[src/rtl/f_fetch_unit_pkg.sv]
// -----------------------------------------------------------------------------
// f_fetch_unit_pkg
// Shared definitions for the fetch stage, CP0 and the pipeline registers:
// address map constants, exception codes and the fetch-state encoding.
// -----------------------------------------------------------------------------
package f_fetch_unit_pkg;

  localparam logic [31:0] PC_RESET  = 32'h0000_3000;
  localparam logic [31:0] EXC_ENTRY = 32'h0000_4180;
  localparam logic [31:0] IMEM_LO   = 32'h0000_3000;
  localparam logic [31:0] IMEM_HI   = 32'h0000_6FFF;

  localparam logic [4:0] EXC_NONE = 5'd31;
  localparam logic [4:0] EXC_ADEL = 5'd4;

  // RUN: fetching normally. PEND: a redirect arrived while frozen and waits
  // in pend_pc for the first unfrozen edge.
  typedef enum logic [0:0] {
    RUN  = 1'b0,
    PEND = 1'b1
  } fetch_state_t;

  // A fetch address is illegal if misaligned or outside instruction memory.
  function automatic logic is_fetch_adel(input logic [31:0] pc);
    return (pc[1:0] != 2'b00) || (pc < IMEM_LO) || (pc > IMEM_HI);
  endfunction

endpackage

[src/rtl/f_fetch_unit_npc_sel.sv]
// -----------------------------------------------------------------------------
// f_npc_sel
// Purely combinational next-PC priority mux for the fetch stage.
// Ports:
//   i_state          current fetch state (RUN / PEND)
//   i_pc             current PC
//   i_pend_pc        buffered redirect target (valid in PEND)
//   i_pend_is_eret   buffered redirect came from an eret
//   i_exc_req        exception entry request
//   i_eret_req/i_epc eret request and return address
//   i_br_taken/i_br_target  taken branch/jump and its target
//   o_next_pc        PC to load on an unfrozen edge
//   o_pend_pc        value to buffer on a frozen edge with a redirect
//   o_pend_is_eret   whether the buffered value is an eret return address
// -----------------------------------------------------------------------------
module f_npc_sel
  import f_fetch_unit_pkg::*;
(
  input  fetch_state_t i_state,
  input  logic [31:0]  i_pc,
  input  logic [31:0]  i_pend_pc,
  input  logic         i_pend_is_eret,
  input  logic         i_exc_req,
  input  logic         i_eret_req,
  input  logic [31:0]  i_epc,
  input  logic         i_br_taken,
  input  logic [31:0]  i_br_target,
  output logic [31:0]  o_next_pc,
  output logic [31:0]  o_pend_pc,
  output logic         o_pend_is_eret
);

  logic w_pend_active;
  assign w_pend_active = (i_state == PEND);

  // A live redirect this cycle always beats a buffered one.
  always_comb begin
    // NOTE: every output of a combinational block gets a default first so no
    // path leaves it unassigned, which would infer a latch.
    o_next_pc = i_pc + 32'd4;
    if (i_exc_req)          o_next_pc = EXC_ENTRY;
    else if (i_eret_req)    o_next_pc = i_epc;
    else if (i_br_taken)    o_next_pc = i_br_target;
    else if (w_pend_active) o_next_pc = i_pend_pc;
  end

  // Capture value while frozen. A branch may replace a buffered branch, but a
  // buffered eret return address is never displaced by a branch.
  always_comb begin
    o_pend_pc      = i_pend_pc;
    o_pend_is_eret = i_pend_is_eret;
    if (i_eret_req) begin
      o_pend_pc      = i_epc;
      o_pend_is_eret = 1'b1;
    end else if (i_br_taken && !(w_pend_active && i_pend_is_eret)) begin
      o_pend_pc      = i_br_target;
      o_pend_is_eret = 1'b0;
    end
  end

endmodule

[src/rtl/f_fetch_unit.sv]
// -----------------------------------------------------------------------------
// f_fetch_unit
// Instruction-fetch stage of the 5-stage MIPS pipeline. Holds the PC, drives
// instruction memory, selects the next PC and produces the F bundle that the
// IF/ID register captures on the same edge that advances the PC.
// Ports:
//   clk, reset (async, active-high)
//   freeze                 hazard stall, PC holds
//   br_taken, br_target    D-stage taken branch/jump
//   d_is_jump              D holds a branch/jump: F instruction is a delay slot
//   exc_req                exception entry (overrides freeze)
//   eret_req, epc          exception return
//   imem_addr, imem_rdata  instruction memory (combinational read)
//   out_instr, out_pc, out_delay, out_exc_code   F bundle (31 = no exception)
// Configuration:
//   ERET_SQUASH_EN  when defined, the bundle fetched alongside an unfrozen eret
//                   is nullified (eret has no delay slot).
// -----------------------------------------------------------------------------
module f_fetch_unit
  import f_fetch_unit_pkg::*;
(
  input  logic        clk,
  input  logic        reset,
  input  logic        freeze,
  input  logic        br_taken,
  input  logic [31:0] br_target,
  input  logic        d_is_jump,
  input  logic        exc_req,
  input  logic        eret_req,
  input  logic [31:0] epc,
  output logic [31:0] imem_addr,
  input  logic [31:0] imem_rdata,
  output logic [31:0] out_instr,
  output logic [31:0] out_pc,
  output logic        out_delay,
  output logic [4:0]  out_exc_code
);

  fetch_state_t r_state;
  logic [31:0]  r_pc;
  logic [31:0]  r_pend_pc;
  logic         r_pend_is_eret;

  logic [31:0]  w_next_pc;
  logic [31:0]  w_pend_pc;
  logic         w_pend_is_eret;
  logic         w_adel;

  f_npc_sel u_npc_sel (
    .i_state        (r_state),
    .i_pc           (r_pc),
    .i_pend_pc      (r_pend_pc),
    .i_pend_is_eret (r_pend_is_eret),
    .i_exc_req      (exc_req),
    .i_eret_req     (eret_req),
    .i_epc          (epc),
    .i_br_taken     (br_taken),
    .i_br_target    (br_target),
    .o_next_pc      (w_next_pc),
    .o_pend_pc      (w_pend_pc),
    .o_pend_is_eret (w_pend_is_eret)
  );

  always_ff @(posedge clk or posedge reset) begin
    if (reset) begin
      r_pc           <= PC_RESET;
      r_state        <= RUN;
      r_pend_pc      <= '0;
      r_pend_is_eret <= 1'b0;
    end else if (exc_req) begin
      // Exception entry ignores freeze and drops anything buffered.
      // NOTE: state registers use non-blocking assignments so every flop
      // samples pre-edge values regardless of statement order.
      r_pc           <= EXC_ENTRY;
      r_state        <= RUN;
      r_pend_pc      <= '0;
      r_pend_is_eret <= 1'b0;
    end else if (freeze) begin
      if (eret_req || br_taken) begin
        r_pend_pc      <= w_pend_pc;
        r_pend_is_eret <= w_pend_is_eret;
        r_state        <= PEND;
      end
    end else begin
      r_pc           <= w_next_pc;
      r_state        <= RUN;
      r_pend_pc      <= '0;
      r_pend_is_eret <= 1'b0;
    end
  end

  assign imem_addr = r_pc;
  assign out_pc    = r_pc;
  assign w_adel    = is_fetch_adel(r_pc);

  always_comb begin
    out_instr    = w_adel ? 32'd0 : imem_rdata;
    out_exc_code = w_adel ? EXC_ADEL : EXC_NONE;
    out_delay    = d_is_jump && !reset;
`ifdef ERET_SQUASH_EN
    if (eret_req && !freeze) begin
      out_instr    = 32'd0;
      out_exc_code = EXC_NONE;
      out_delay    = 1'b0;
    end
`endif
  end

endmodule
[config.mk]
export PLATFORM = sky130hd
export DESIGN_NAME = f_fetch_unit
export DESIGN_NICKNAME = d
export VERILOG_FILES = /design/src/rtl/f_fetch_unit_pkg.sv /design/src/rtl/f_fetch_unit_npc_sel.sv /design/src/rtl/f_fetch_unit.sv
export SDC_FILE = /design/constraint.sdc
export NUM_CORES = 1
export LEC_CHECK = 0
export BUFFER_PORTS_ARGS = -buffer_cell sky130_fd_sc_hd__buf_2
export CORE_MARGIN = 4
export CORE_UTILIZATION = 49
export DETAILED_ROUTE_END_ITERATION = 10
export PLACE_DENSITY = 0.81
export SLEW_MARGIN = 20
export SYNTH_ARGS = -nofsm -noshare
export SYNTH_HDL_FRONTEND = slang
export SYNTH_SLANG_ARGS = --single-unit
[constraint.sdc]
create_clock -name clk -period 2.7 [get_ports clk]
set_input_delay 0.54 -clock clk [delete_from_list [all_inputs] [get_ports clk]]
set_output_delay 0.54 -clock clk [all_outputs]
set_load 0.005 [all_outputs]
==> flow_metrics.tcl, run 1 <==
set metrics [dict create \
    cp.required_ns 2.16 \
    instances_no_fill 895 \
    cp_slowest_cell "dfrtp_1" \
    h-tree-depth 3 \
    synth_async_sr_flop_share 1.00 \
    yosysWarnings 0 \
    grt_overflow 0 \
    drt_iter0_drc 548 \
    num_rows 36 \
    drtAntennaViolNets 0 \
    drv_slew 0 \
    coreArea_um2 9860 \
    worst_pin_slew_ns 0.860 \
    io_buffers 203 \
    start_util 0.507 \
    area_growth_pct 22.1 \
    antenna_found_initial 0 \
    nNetsFinal 862 \
    dieArea_um2 11900 \
    cts_tree "done" \
    crit_arrival_ns 2.00 \
    wl_mm 17.8 \
    dpl_cell_area_um2 5920 \
    power.share.switching 0.323 \
    vias 5582 \
    hold_class "input pin to asynchronous set/reset pin" \
    cts-resized-gates 0 \
    clockRootBuffer "clkbuf_8" \
    first_pass_iters 9 \
    p_int_mw 1.73 \
    clockPowerShare 0.309 \
    synthCells 605 \
    ir_drop_mv 0.230 \
    start_kind "register" \
    multi_input_area_um2 2870 \
    synth_seq_cells 66 \
    drc 0 \
    worstSkewPairLatency_ns 0.35 \
    period_minus_slack_ns 2.54 \
    seq_area_frac_synth 0.330 \
    postSynthAreaPerCell_um2 8.27 \
    fp.dieW_um 109 \
    clockBufferDepth 2 \
    post-route-util 0.620 \
    cts_made_buffers 9 \
    final_area_um2 6110 \
    synth_nets 709 \
    rsz0062_at_grt "no" \
    cpPeakStageDelay_ns 0.51 \
    netlist_area_um2 5010 \
    cap_violations 0 \
    synthFlopType "dfrtp_1" \
    p_sw_mw 0.827 \
    pwr-share-seq 0.450 \
    max_freq_ghz 0.394 \
    num_antenna_cells 0 \
    clkTransAtPathRegs_ns 0.08 \
    place_ws_ns 0.409 \
    cp_max_fo 36 \
    clock_skew_ns 0.0151 \
    grt_pass1_vias 5298 \
    comb_power_share 0.241 \
    final_layout_size_suffix_gt1_frac 0.336 \
    wl_per_cell_um 19.9 \
    cts_num_sinks 66 \
    path_cells "nor4_1 -> nand3_1 -> nor3_2 -> buf_6 -> and2_1 -> buf_2" \
    grt_usage 0.287 \
    setup_viol 0 \
    gp_congestion 0.977 \
    viasPerCell 6.24 \
    grt_pass1_wl_mm 26.9 \
    path_depth 6 \
    placedCellCount 880 \
    fill_cells 881 \
    synth_edf_count 0 \
    status "complete, no violations" \
    cp_top_family "simple AND/OR/NAND/NOR gates" \
    mostFrequentLayoutCells "buf_2, nand2_1, dfrtp_1" \
    postCtsSetupBuffers 0 \
    critPathKind "register to primary output" \
    rr_worst_depth 5 \
    finalCritPeriodShare 0.941 \
    setup_ws_ns 0.160 \
    max_slew_margin 0.422 \
    end_kind "primary output" \
    worst-path-buf-inv 2 \
    grt_start_max_net_pins 46 \
    final_common_cell "buf_2" \
    p_leak_nw 2.93 \
    finalHoldViolations 0 \
    io_pins 205 \
    finalSetupTns_ns 0 \
    dpl.hpwl_mm 12.9 \
    die_h_um 109 \
    final-seq-area_um2 1650 \
    powerDensity_nw_per_um2 419 \
    synth_cell_types 68 \
    cts_hold_buf 0 \
]
## state kept, by name (all words and copies together) (netlist names)
signal,cells
imem_addr,32
r_pend_is_eret,1
r_pend_pc,32
r_state,1
## path summary, 6_finish.rpt
path | end | slack [ns] | from
worst max-delay path | out_instr[17] | 0.16 | imem_addr[15]$_DFFE_PP0N_
worst min-delay path | r_pend_pc[15]$_DFFE_PP0P_ | 0.24 | reset
worst max register to register | imem_addr[22]$_DFFE_PP0N_ | 0.31 | imem_addr[4]$_DFFE_PP0N_
worst min register to register | r_pend_pc[28]$_DFFE_PP0P_ | 0.48 | r_pend_pc[28]$_DFFE_PP0P_
max in group asynchronous | imem_addr[12]$_DFFE_PP1N_ | 1.76 | reset
min in group clk | r_pend_pc[28]$_DFFE_PP0P_ | 0.48 | r_pend_pc[28]$_DFFE_PP0P_
## cell type report
cell class	count	share of cell area
multi-input combinational	443	0.469
sequential	66	0.271
timing repair buffer	226	0.197
clock buffer	15	0.0289
tap	133	0.0272
inverter	12	0.00737
## cells in the mapped netlist (9+ instances only)
cell | instances | share of area
nor3_1 | 12 | 0.012
dfrtp_1 | 64 | 0.32
nor2_1 | 23 | 0.017
buf_4 | 38 | 0.057
a21oi_1 | 30 | 0.030
nand4_1 | 17 | 0.021
o31ai_1 | 38 | 0.057
nand2_1 | 73 | 0.055
mux2i_1 | 28 | 0.056
o21ai_0 | 24 | 0.024
a31oi_1 | 9 | 0.011
and2_1 | 37 | 0.046
nand3_1 | 12 | 0.012
clkbuf_1 | 32 | 0.024
## metal layers
metal,vias to the layer above,GRT usage,part of all wire
li1,2504,-,-
met2,383,0.480,0.48
met1,2633,0.370,0.39
met4,0,0.133,0.033
met3,62,0.0343,0.098
met5,-,0,0
## power by group through the flow
stage          clock network [mW]  logic [mW]  registers (mW)
6_report                    0.791       0.617            1.15
4_1_cts                     0.783       0.609            1.15
2_1_floorplan                   0       0.385            1.13
3_3_place_gp                    0       0.589            1.16
5_1_grt                     0.833       0.672            1.16
3_5_place_dp                    0       0.606            1.16
## worst register-to-register path: cells and delay by family, from the launching register on
family           cells  cell delay [ns]
flip-flops           1             0.49
AO/OA/AOI/OAI        2             0.48
AND/OR/NAND/NOR      3             1.32
## cell families (layout without fill, tap and decap cells)
kind of cell               count (synthesis)  in the layout  synth area share
AOI/OAI and AO/OA                        182            182             0.256
xor gates and xnor gates                  12             12            0.0210
adders and majority gates                  1              1           0.00250
buffers and inverters                     96            253             0.102
DFF                                       66             66             0.330
muxes                                     30             30            0.0612
other                                      1              1          0.000749
and+or+nand+nor                          217            217             0.226
## through the flow
step           hold slack, ns  power [mW]
4_1_cts                 0.260        2.54
6_report                0.236        2.56
3_5_place_dp            0.465        1.77
5_1_grt                 0.289        2.67
2_1_floorplan           0.440        1.52
3_3_place_gp            0.454        1.75
No activity file was read; power rests on OpenSTA's default activity.
==> run 2, diff against run 1 <==
--- a/config.mk
+++ b/config.mk
@@ -7,7 +7,9 @@
 export LEC_CHECK = 0
+export ABC_AREA = 1
 export BUFFER_PORTS_ARGS = -buffer_cell sky130_fd_sc_hd__buf_2
+export CAP_MARGIN = 15
 export CORE_MARGIN = 4
-export CORE_UTILIZATION = 49
+export CORE_UTILIZATION = 50
 export DETAILED_ROUTE_END_ITERATION = 10
-export PLACE_DENSITY = 0.81
+export PLACE_DENSITY = 0.82
 export SLEW_MARGIN = 20
--- a/constraint.sdc
+++ b/constraint.sdc
@@ -3,2 +3,2 @@
 set_output_delay 0.54 -clock clk [all_outputs]
-set_load 0.005 [all_outputs]
+set_load 0.02 [all_outputs]
==> run 2 against run 1 <==
Against the previous run:
- cell count grew 26%
- non-clock buffer count shrank 7
- sequential cell count is the same
- worst hold slack gained 0.049 ns
- via count grew 3.6%
- largest cell class unchanged
- highest routed layer unchanged
==> flow_metrics.tcl, run 2 <==
set metrics [dict create \
    clkTransAtPathRegs_ns 0.07 \
    grt_usage 0.274 \
    hold_class "input pin to asynchronous set/reset pin" \
    synthCells 836 \
    ys_top_cells_by_count "nand2_1, inv_1, nor2_1" \
    synth_async_sr_flop_share 1.00 \
    seq_area_frac_synth 0.317 \
    cts_num_sinks 66 \
    netlist.area_leader.share 0.307 \
    finalHoldViolations 0 \
    place_ws_ns 0.352 \
    antenna_found_initial 0 \
    top_layer_used "met4" \
    start_util 0.509 \
    placedCellCount 1117 \
    grt_start_max_net_pins 67 \
    first_pass_iters 5 \
    p_int_mw 1.68 \
    synth_edf_count 0 \
    grt_pass1_vias 5163 \
    cp_max_fo 32 \
    power.share.switching 0.347 \
    regToRegEndpoint "imem_addr[28]$_DFFE_PP0N_" \
    grt_pass1_wl_mm 25.9 \
    rsz0062_at_grt "no" \
    post-route-util 0.614 \
    die_h_um 110 \
    io_buffers 203 \
    routed-wl-met3_mm 1.50 \
    io_pins 205 \
    cp.required_ns 2.16 \
    gp_congestion 0.883 \
    postSynthAreaPerCell_um2 6.24 \
    synth.area.top_cells "dfrtp_1, nand2_1, inv_1" \
    dieArea_um2 12100 \
    final_common_cell "nand2_1" \
    h-tree-depth 3 \
    setup_ws_ns 0.195 \
    ir_drop_mv 0.223 \
    powerDensity_nw_per_um2 411 \
    p_leak_nw 3.50 \
    setup_viol 0 \
    instances_no_fill 1129 \
    dpl.hpwl_mm 12.8 \
    finalCritPeriodShare 0.928 \
    num_antenna_cells 0 \
    finalSetupTns_ns 0 \
    nNetsFinal 1096 \
    drc 0 \
    clockRootBuffer "clkbuf_8" \
    mostFrequentLayoutCells "nand2_1, buf_2, inv_1" \
    area_growth_pct 20.5 \
    yosysTopAreaCell "dfrtp_1" \
    max_slew_margin 0.621 \
    synth_nets 940 \
    cts_tree "done" \
    clock_skew_ns 0.00765 \
    synth_seq_cells 66 \
    max_freq_ghz 0.399 \
    p_sw_mw 0.896 \
    period_minus_slack_ns 2.51 \
    synthFlopType "dfrtp_1" \
    wl_met1_mm 6.95 \
    fill_cells 1003 \
    pwr-share-seq 0.434 \
    yosysWarnings 0 \
    grt_overflow 0 \
    reg2reg_from "imem_addr[2]$_DFFE_PP0N_" \
    clockPowerShare 0.287 \
    drtAntennaViolNets 0 \
    synth_cell_types 42 \
    comb_power_share 0.279 \
    start_kind "register" \
    worst_pin_slew_ns 0.567 \
    rr_worst_depth 12 \
    viasPerCell 5.12 \
    crit_arrival_ns 1.97 \
    fp.dieW_um 110 \
    rrSetupSlack_ns 0.66 \
    clockBufferDepth 2 \
    wl_mm 17.0 \
    drt_iter0_drc 462 \
    cap_violations 0 \
    final_layout_size_suffix_gt1_frac 0.268 \
    wl_per_cell_um 15.1 \
    critPathKind "register to primary output" \
    drv_slew 0 \
    cts_made_buffers 9 \
    num_rows 37 \
    worstSkewPairLatency_ns 0.34 \
    synth_most_common_cell "nand2_1" \
    coreArea_um2 10200 \
    wl_met2_mm 8.17 \
    netlist_area_um2 5210 \
    end_kind "primary output" \
    vias 5785 \
    status "complete, no violations" \
]
## run 2: kinds of logic after synthesis
group / after synthesis / share of synthesized area
DFF: 66 / 0.317
buffers and inverters: 187 / 0.166
AOI/OAI and AO/OA: 147 / 0.149
adders and majority gates: 1 / 0.00240
muxes: 3 / 0.00648
xor gates and xnor gates: 9 / 0.0151
and+or+nand+nor: 422 / 0.343
other: 1 / 0.000719
## run 2: how the worst max path moves through the flow
stage                                          from       endpoint  slack, ns  cells after the start
after floorplan           imem_addr[23]$_DFFE_PP0N_  out_instr[10]       0.24                      6
after global placement    imem_addr[13]$_DFFE_PP1N_  out_instr[16]       0.42                      8
after detailed placement  imem_addr[12]$_DFFE_PP1N_   out_instr[0]       0.35                      8
after CTS                 imem_addr[12]$_DFFE_PP1N_   out_instr[0]      0.003                      8
after global routing      imem_addr[27]$_DFFE_PP0N_   out_instr[2]       0.05                      6
final                     imem_addr[12]$_DFFE_PP1N_   out_instr[0]       0.19                      8
## run 2: cell type report
class	instances	area [µm²]	area share
clock buffer	12	165	0.0263
sequential	66	1650	0.263
tap	136	170	0.0271
inverter	113	427	0.0679
multi-input combinational	583	2710	0.431
timing repair buffer	219	1160	0.185
## run 2: what timing repair did
item	in CTS	in global routing
gates resized for setup	1	2
setup buffers	0	0
setup endpoints to repair	17	32
hold buffers	0	0
pin swaps	0	0
## run 2: power groups by stage
stage	combinational [mW]	clock (mW)	sequential, mW
global placement	0.710	0	1.13
global route	0.801	0.788	1.13
detailed placement	0.716	0	1.14
CTS	0.720	0.745	1.12
finish	0.721	0.739	1.12
floorplan	0.454	0	1.16
## run 2: worst max-delay path, stage by stage, from the launching register on
cell and delay, ns:
dfstp_2 0.59, nand2_1 0.15, nor2_1 0.17, nor4_2 0.07, o21ai_1 0.10, nor2_2 0.08, inv_4 0.23, nor2_1 0.07
buf_2 0.17
## run 2: layer usage
metal  global-route usage  vias to the layer above
li1                     -                     2892
met1                0.372                     2572
met2                0.461                      295
met3               0.0274                       26
met4               0.0906                        0
met5                    0                        -
## run 2: per-stage QoR
step,hold WS [ns],instance area (µm²),total power [mW]
detailed placement,0.499,6110,1.85
global route,0.309,6280,2.72
global placement,0.493,6110,1.84
CTS,0.292,6270,2.58
finish,0.284,6280,2.58
floorplan,0.481,5210,1.61
==> run 3, diff against run 2 <==
Settings changed: CORE_ASPECT_RATIO set to 0.9, SLEW_MARGIN 20 to 5.
==> run 3 against run 2 <==
Against the previous run:
- sequential cell count did not move
- via count increased by 1.8%
- die area about the same
- critical path depth is the same
- maximum frequency shrank 1.7%
- clock power rose by 84%
- power increased by 24%
- core utilization is 1.7 points higher
- global-route usage barely moved
- critical path type unchanged
- largest cell class unchanged
- largest power group is now the clock network
==> flow_metrics.tcl, run 3 (synthesis gave the netlist of run 2 again) <==
set metrics [dict create \
    coreArea_um2 10200 \
    drc 0 \
    rsz0062_at_grt "no" \
    hold_class "input pin to asynchronous set/reset pin" \
    final_common_cell "nand2_1" \
    worst_pin_slew_ns 0.654 \
    grt_pass1_wl_mm 26.4 \
    io_buffers 203 \
    fill_cells 946 \
    dpl.hpwl_mm 13.0 \
    wl_per_cell_um 15.4 \
    finalSetupTns_ns 0 \
    final_layout_size_suffix_gt1_frac 0.270 \
    gp_congestion 0.945 \
    drt_iter0_drc 398 \
    num_rows 35 \
    status "complete, no violations" \
    clkTransAtPathRegs_ns 0.06 \
    place_ws_ns 0.285 \
    io_pins 205 \
    cts-resized-gates 2 \
    cap_violations 0 \
    grt_start_max_net_pins 44 \
    critPathKind "register to primary output" \
    first_pass_iters 5 \
    drtAntennaViolNets 0 \
    grt_overflow 0 \
    h-tree-depth 3 \
    instances_no_fill 1124 \
    mostFrequentLayoutCells "nand2_1, buf_2, inv_1" \
    grt_use_met3 0.0446 \
    finalHoldViolations 0 \
    vias 5887 \
    fp.dieW_um 116 \
    finalCritPeriodShare 0.944 \
    viasPerCell 5.24 \
    cp.required_ns 2.16 \
    clockRootBuffer "clkbuf_16" \
    nNetsFinal 1094 \
    area_growth_pct 23.5 \
    worstSkewPairLatency_ns 0.33 \
    setup_ws_ns 0.152 \
    final-seq-area_um2 1650 \
    placedCellCount 1108 \
    period_minus_slack_ns 2.55 \
    cts_made_buffers 9 \
    gr-usage-met1 0.359 \
    num_antenna_cells 0 \
    cts_hold_buf 0 \
    postCtsSetupBuffers 0 \
    max_freq_ghz 0.392 \
    cts_num_sinks 66 \
    cp_max_fo 32 \
    start_util 0.511 \
    cts_tree "done" \
    totalPowerFinal_mw 3.21 \
    clock_skew_ns 0.00771 \
    grt_pass1_vias 5380 \
    crit_arrival_ns 2.01 \
    max_slew_margin 0.564 \
    antenna_found_initial 0 \
    setup_viol 0 \
    grt_usage 0.274 \
    wl_mm 17.3 \
    start_kind "register" \
    busiest_layer "met2" \
    ir_drop_mv 0.344 \
    multi_input_area_um2 2720 \
    p_leak_nw 3.57 \
    clockBufferDepth 2 \
    die_h_um 105 \
    powerDensity_nw_per_um2 498 \
    drv_slew 0 \
    met2_usage 0.460 \
    end_kind "primary output" \
    dieArea_um2 12100 \
]
## run 3: cell types whose count changed in the layout (fill, tap and decap cells not counted), sizes merged
cell / before / now
bufinv: 0 / 3
clkinv: 0 / 4
buf: 219 / 217
clkbuf: 12 / 9
## run 3: routing by layer
metal,vias to the layer above,routed length [µm],share of wire
met5,-,0,0
met4,0,350,0.020
met3,31,2020,0.12
met2,347,8200,0.47
met1,2612,6730,0.39
li1,2897,-,-
## run 3: final timing paths
check / endpoint / slack, ns / from / cells past startpoint
max in group asynchronous: imem_addr[13]$_DFFE_PP1N_ / 1.71 / reset / 3
max: out_instr[11] / 0.15 / imem_addr[12]$_DFFE_PP1N_ / 8
max reg2reg: r_pend_pc[23]$_DFFE_PP0P_ / 0.61 / r_state$_DFFE_PP0P_ / 6
min reg2reg: r_pend_pc[17]$_DFFE_PP0P_ / 0.52 / r_pend_pc[17]$_DFFE_PP0P_ / 1
min: r_pend_pc[0]$_DFFE_PP0P_ / 0.29 / reset / 2
min in group clk: imem_addr[10]$_DFFE_PP0N_ / 0.51 / epc[10] / 5
## run 3: cell type report
type,instances,share of cell area
sequential,66,0.257
tap,129,0.0251
timing repair buffer,217,0.176
clock inverter,7,0.0183
inverter,113,0.0663
multi-input combinational,583,0.422
clock buffer,9,0.0350
## run 3: per-stage QoR
step | utilization | hold slack, ns | area [µm²]
2_1_floorplan | - | 0.481 | 5210
4_1_cts | 0.629 | 0.316 | 6420
3_5_place_dp | 0.595 | 0.498 | 6070
5_1_grt | 0.631 | 0.346 | 6440
3_3_place_gp | 0.595 | 0.492 | 6070
6_report | 0.631 | 0.289 | 6440
## run 3: critical path, cell delays in order, from the launching register on
cell,delay (ns)
dfstp_2,0.59
nand2_1,0.16
nor2_1,0.15
nor4_2,0.06
o21ai_1,0.15
nor2_4,0.09
inv_4,0.23
nor2_1,0.08
buf_2,0.16
## run 3: report_power, final
group | internal (mW) | total [mW] | switching [mW] | leakage [nW]
logic | 0.247 | 0.720 | 0.472 | 2.53
clock network | 0.902 | 1.36 | 0.463 | 0.169
registers | 1.05 | 1.12 | 0.0754 | 0.871
